$ cat src/rtl/uart_transmitter.sv
// 8N1 UART transmitter: one byte per valid/ready handshake, LSB first, idle-high line.
// Supports back-to-back frames by accepting the next byte in the final stop-bit cycle.
module uart_transmitter #(
    parameter int clk_per_bit = 217
) (
    input  logic       clk,
    input  logic       rst,
    input  logic [7:0] d_in,
    input  logic       tx_valid,
    output logic       tx_ready,
    output logic       tx,
    output logic       tx_busy,
    output logic       tx_done
);

    typedef enum logic [1:0] {
        IDLE,
        START_BIT,
        DATA_BITS,
        STOP_BIT
    } state_t;

    localparam logic [15:0] CNT_LAST = 16'(clk_per_bit - 1);
    localparam logic [15:0] CNT_DONE = 16'(clk_per_bit - 2);

    state_t      state_q;
    logic [15:0] cnt_q;
    logic [15:0] cnt_d;
    logic [2:0]  bit_idx_q;
    logic [7:0]  shift_q;
    logic        tx_q;
    logic        busy_q;
    logic        done_q;
    logic        bit_end;
    logic        accept;

    assign bit_end  = (cnt_q == CNT_LAST);
    assign cnt_d    = bit_end ? 16'd0 : cnt_q + 16'd1;
    assign tx_ready = (state_q == IDLE) || ((state_q == STOP_BIT) && bit_end);
    assign accept   = tx_valid && tx_ready;

    assign tx      = tx_q;
    assign tx_busy = busy_q;
    assign tx_done = done_q;

    always_ff @(posedge clk or negedge rst) begin
        if (!rst) begin
            state_q   <= IDLE;
            cnt_q     <= 16'd0;
            bit_idx_q <= 3'd0;
            shift_q   <= 8'd0;
            tx_q      <= 1'b1;
            busy_q    <= 1'b0;
            done_q    <= 1'b0;
        end else begin
            done_q <= 1'b0;
            case (state_q)
                IDLE: begin
                    cnt_q <= 16'd0;
                    if (accept) begin
                        shift_q <= d_in;
                        state_q <= START_BIT;
                        tx_q    <= 1'b0;
                        busy_q  <= 1'b1;
                    end
                end
                START_BIT: begin
                    cnt_q <= cnt_d;
                    if (bit_end) begin
                        state_q   <= DATA_BITS;
                        bit_idx_q <= 3'd0;
                        tx_q      <= shift_q[0];
                    end
                end
                DATA_BITS: begin
                    cnt_q <= cnt_d;
                    if (bit_end) begin
                        shift_q <= {1'b0, shift_q[7:1]};
                        if (bit_idx_q == 3'd7) begin
                            state_q <= STOP_BIT;
                            tx_q    <= 1'b1;
                        end else begin
                            bit_idx_q <= bit_idx_q + 3'd1;
                            tx_q      <= shift_q[1];
                        end
                    end
                end
                STOP_BIT: begin
                    cnt_q <= cnt_d;
                    // Registered pulse lands exactly on the last stop-bit cycle.
                    if (cnt_q == CNT_DONE) begin
                        done_q <= 1'b1;
                    end
                    if (bit_end) begin
                        if (accept) begin
                            shift_q <= d_in;
                            state_q <= START_BIT;
                            tx_q    <= 1'b0;
                        end else begin
                            state_q <= IDLE;
                            tx_q    <= 1'b1;
                            busy_q  <= 1'b0;
                        end
                    end
                end
                default: begin
                    state_q <= IDLE;
                    cnt_q   <= 16'd0;
                    tx_q    <= 1'b1;
                    busy_q  <= 1'b0;
                end
            endcase
        end
    end

endmodule

$ cat config.mk
export PLATFORM = sky130hd
export DESIGN_NAME = uart_transmitter
export DESIGN_NICKNAME = d
export VERILOG_FILES = /design/src/rtl/uart_transmitter.sv
export SDC_FILE = /design/constraint.sdc
export NUM_CORES = 1
export LEC_CHECK = 0
export CELL_PAD_IN_SITES_DETAIL_PLACEMENT = 0
export CELL_PAD_IN_SITES_GLOBAL_PLACEMENT = 1
export CORE_MARGIN = 2
export CORE_UTILIZATION = 49
export DETAILED_ROUTE_END_ITERATION = 12
export PLACE_DENSITY_LB_ADDON = 0.1
export SKIP_LAST_GASP = 1
export SLEW_MARGIN = 20
export SYNTH_ARGS = -nofsm -noshare
export SYNTH_HDL_FRONTEND = slang
export SYNTH_SLANG_ARGS = --single-unit
$ cat constraint.sdc
create_clock -name clk -period 3.9 [get_ports clk]
set_input_delay 0.78 -clock clk [delete_from_list [all_inputs] [get_ports clk]]
set_output_delay 0.78 -clock clk [all_outputs]
set_load 0.02 [all_outputs]
==> impl_metrics.ini <==
[status]
outcome = finished, final reports clean

[synth]
postSynthCellCount = 192
ys_ff_latch = 32
synthesis.nets = 213
mappedNetlistArea_sq_um = 1910
avgSynthCellArea_sq_um = 9.96
yosysUniqueCellTypes = 46
synth-async-reset-ratio_pct = 100
synth_edf_count = 0
yosysSeqAreaShare_pct = 42.0
ys_warn_count = 0
synthFlopType = dfrtp_1

[sta]
period_minus_slack_ps = 2930
drv_slew = 0
hold_viol = 0
fmax_mhz = 342
finalSetupViolCount = 0
tightestPinTransition_ps = 784
fin_skew_ps = 5.23
fin_setup_tns_ps = 0
min_period_over_period_pct = 75.0
holdWs_ps = 469
grt_setup_unrepaired = false
max_slew_margin_pct = 47.7

[setup_path]
critPathSlowestCell = clkdlybuf4s50_1
worstSetupPathType = reg -> out
rrSetupSlack_ps = 1710
r2r-start = state_q[0]$_DFFE_PN0P_
reg2regPathDepth = 6
crit_required_ps = 3120
cp.arrival_ps = 2150
cp_max_fo = 10
path_buf_inv = 1
max_stage_delay_ps = 590
cp_cell_sequence = nor4_2 > and4_4 > a21o_1 > clkdlybuf4s50_1
critPathCaptureType = primary output
critPathLaunchType = flip-flop
r2r-end = shift_q[4]$_DFFE_PN0P_
critical_path.top_delay_family = simple AND/OR/NAND/NOR gates

[power_and_ir_drop]
powerDensity_nw_per_um2 = 644
ir_worst_vdd_uv = 370
leakage_nw = 0.960

[detailed_routing]
drtPass1Iterations = 5
vias = 1402
wire_per_inst_microns = 13.2
wirelength_microns = 3360
via_per_inst = 5.52
first_iter_violations = 77
drc = 0
ant_nets = 0

[worst_hold_path]
worst_hold_path.endpoint = tx$_DFFE_PN1P_
min_from = tx$_DFFE_PN1P_
holdPathStages = 2
holdCritPathClass = reg -> reg

[layout]
nets = 227
drive_gt1_share_pct = 8.25
num_antenna_cells = 0
area_growth_pct = 13.1

[floorplan]
dieHeight_microns = 66.5
io_pins = 15
die_w_microns = 66.5
dieArea_sq_um = 4420
start_util_pct = 51.4
placementRows = 22
core_area_sq_um = 3720

[place]
dp_hpwl_microns = 2360
finalWeightedCongestion = 0.756
io_buffers = 14

[grt]
overflow = 0
antenna_found_initial = 0
grt_max_degree = 33
grt_usage_pct = 17.8
grt_pass1_vias = 1352
grt_pass1_wl_microns = 6040

[clock_network]
htreeDepth = 2
cts_buffer_depth = 2
cts_tree = yes
hold_buffers = 0
cts_resized = 0
cts-root-buf = clkbuf_8
path_clk_slew_ps = 60
cts_buffers = 5
clk_latency_ps = 280
clock_sinks = 32
cts_setup_buffers = 0

[flow_run]
maxCapViolations = 0
-- layer usage --
layer	wire [microns]	share of wire (%)	GRT usage (%)	up-vias
li1	-	-	-	703
met1	1630	48	23.6	679
met2	1590	47	28.4	16
met3	119	3.5	5.57	4
met4	28	0.83	4.59	0
met5	0	0	0	-
-- placed cells by master, fill, tap and decap left out, types with 3 or more instances in the layout --
cell,synthesis,routed
xor2_1,9,9
ha_1,10,10
nor2_1,21,21
xnor2_1,5,5
mux2i_1,6,6
and4_1,3,3
clkbuf_8,0,7
inv_1,8,8
nand3_1,12,12
a21oi_1,4,4
o21ai_0,4,4
dfrtp_1,31,31
clkdlybuf4s50_1,0,14
nand2_1,13,13
nand3b_1,6,6
and2_1,8,8
nand4b_1,7,7
a22o_1,5,5
-- kinds of logic (layout without fill, tap and decap cells) --
logic type	after synthesis	count (layout)	share of synthesized area, %
AOI/OAI and AO/OA	26	26	10.3
xor gates and xnor gates	14	14	6.41
adders and majority gates	10	10	6.54
buffers and inverters	16	30	4.38
DFF	32	32	42.0
muxes	7	7	3.73
and+or+nand+nor	87	87	26.7
-- worst max path at each step --
| stage | depth (start not counted) | slack, ps | endpoint | from |
|---|---|---|---|---|
| 6_report | 4 | 970 | tx_ready | cnt_q[12]$_DFF_PN0_ |
| 4_1_cts | 4 | 960 | tx_ready | cnt_q[8]$_DFF_PN0_ |
| 3_5_place_dp | 4 | 1270 | tx_ready | cnt_q[12]$_DFF_PN0_ |
| 2_1_floorplan | 4 | 1810 | tx_ready | cnt_q[8]$_DFF_PN0_ |
| 3_3_place_gp | 4 | 1300 | tx_ready | cnt_q[12]$_DFF_PN0_ |
| 5_1_grt | 4 | 850 | tx_ready | cnt_q[11]$_DFF_PN0_ |
-- flip-flops by register name (all words and copies together), names as in the netlist --
register / count
tx: 1
tx_busy: 1
cnt_q: 16
shift_q: 8
bit_idx_q: 3
state_q: 2
tx_done: 1
-- final cells by class --
type / count / area, sq um
Multi-Input combinational cell: 144 / 1030
Sequential cell: 32 / 802
Fill cell: 334 / 1550
Tap cell: 48 / 60.1
Clock buffer: 7 / 96.3
Timing Repair Buffer: 15 / 148
Inverter: 8 / 30.0
-- per-stage QoR --
stage,cells,area (sq um),util (%),power (W),worst slack (ps)
after global routing,254,2160,58.2,0.00151,855
after CTS,254,2160,58.2,0.00141,959
after detailed placement,247,2070,55.6,0.00114,1270
after global placement,247,2070,55.6,0.00112,1300
final,254,2160,58.2,0.00139,974
after floorplan,192,1910,-,0.00102,1810
-- worst min-delay path, delay by kind of cell, from the launching register on --
family / cells / cell delay, ps
DFF: 1 / 370
and+or+nand+nor: 1 / 60
AOI/OAI and AO/OA: 1 / 50
-- cell usage after synthesis (5+ instances only) --
cell	number	area, sq um
nand4b_1	7	61.3
nor2_1	21	78.8
and2_1	8	50.1
ha_1	10	125
xor2_1	9	78.8
mux2i_1	6	60.1
inv_1	8	30.0
dfrtp_1	31	776
a22o_1	5	43.8
nand3_1	12	60.1
nand2_1	13	48.8
xnor2_1	5	43.8
nand3b_1	6	45.0
-- power by group --
part / internal, W / switching (W)
logic: 0.000294 / 0.000351
clock network: 0.000157 / 0.000111
registers: 0.000415 / 0.0000651
(Power assumes the default switching activity.)
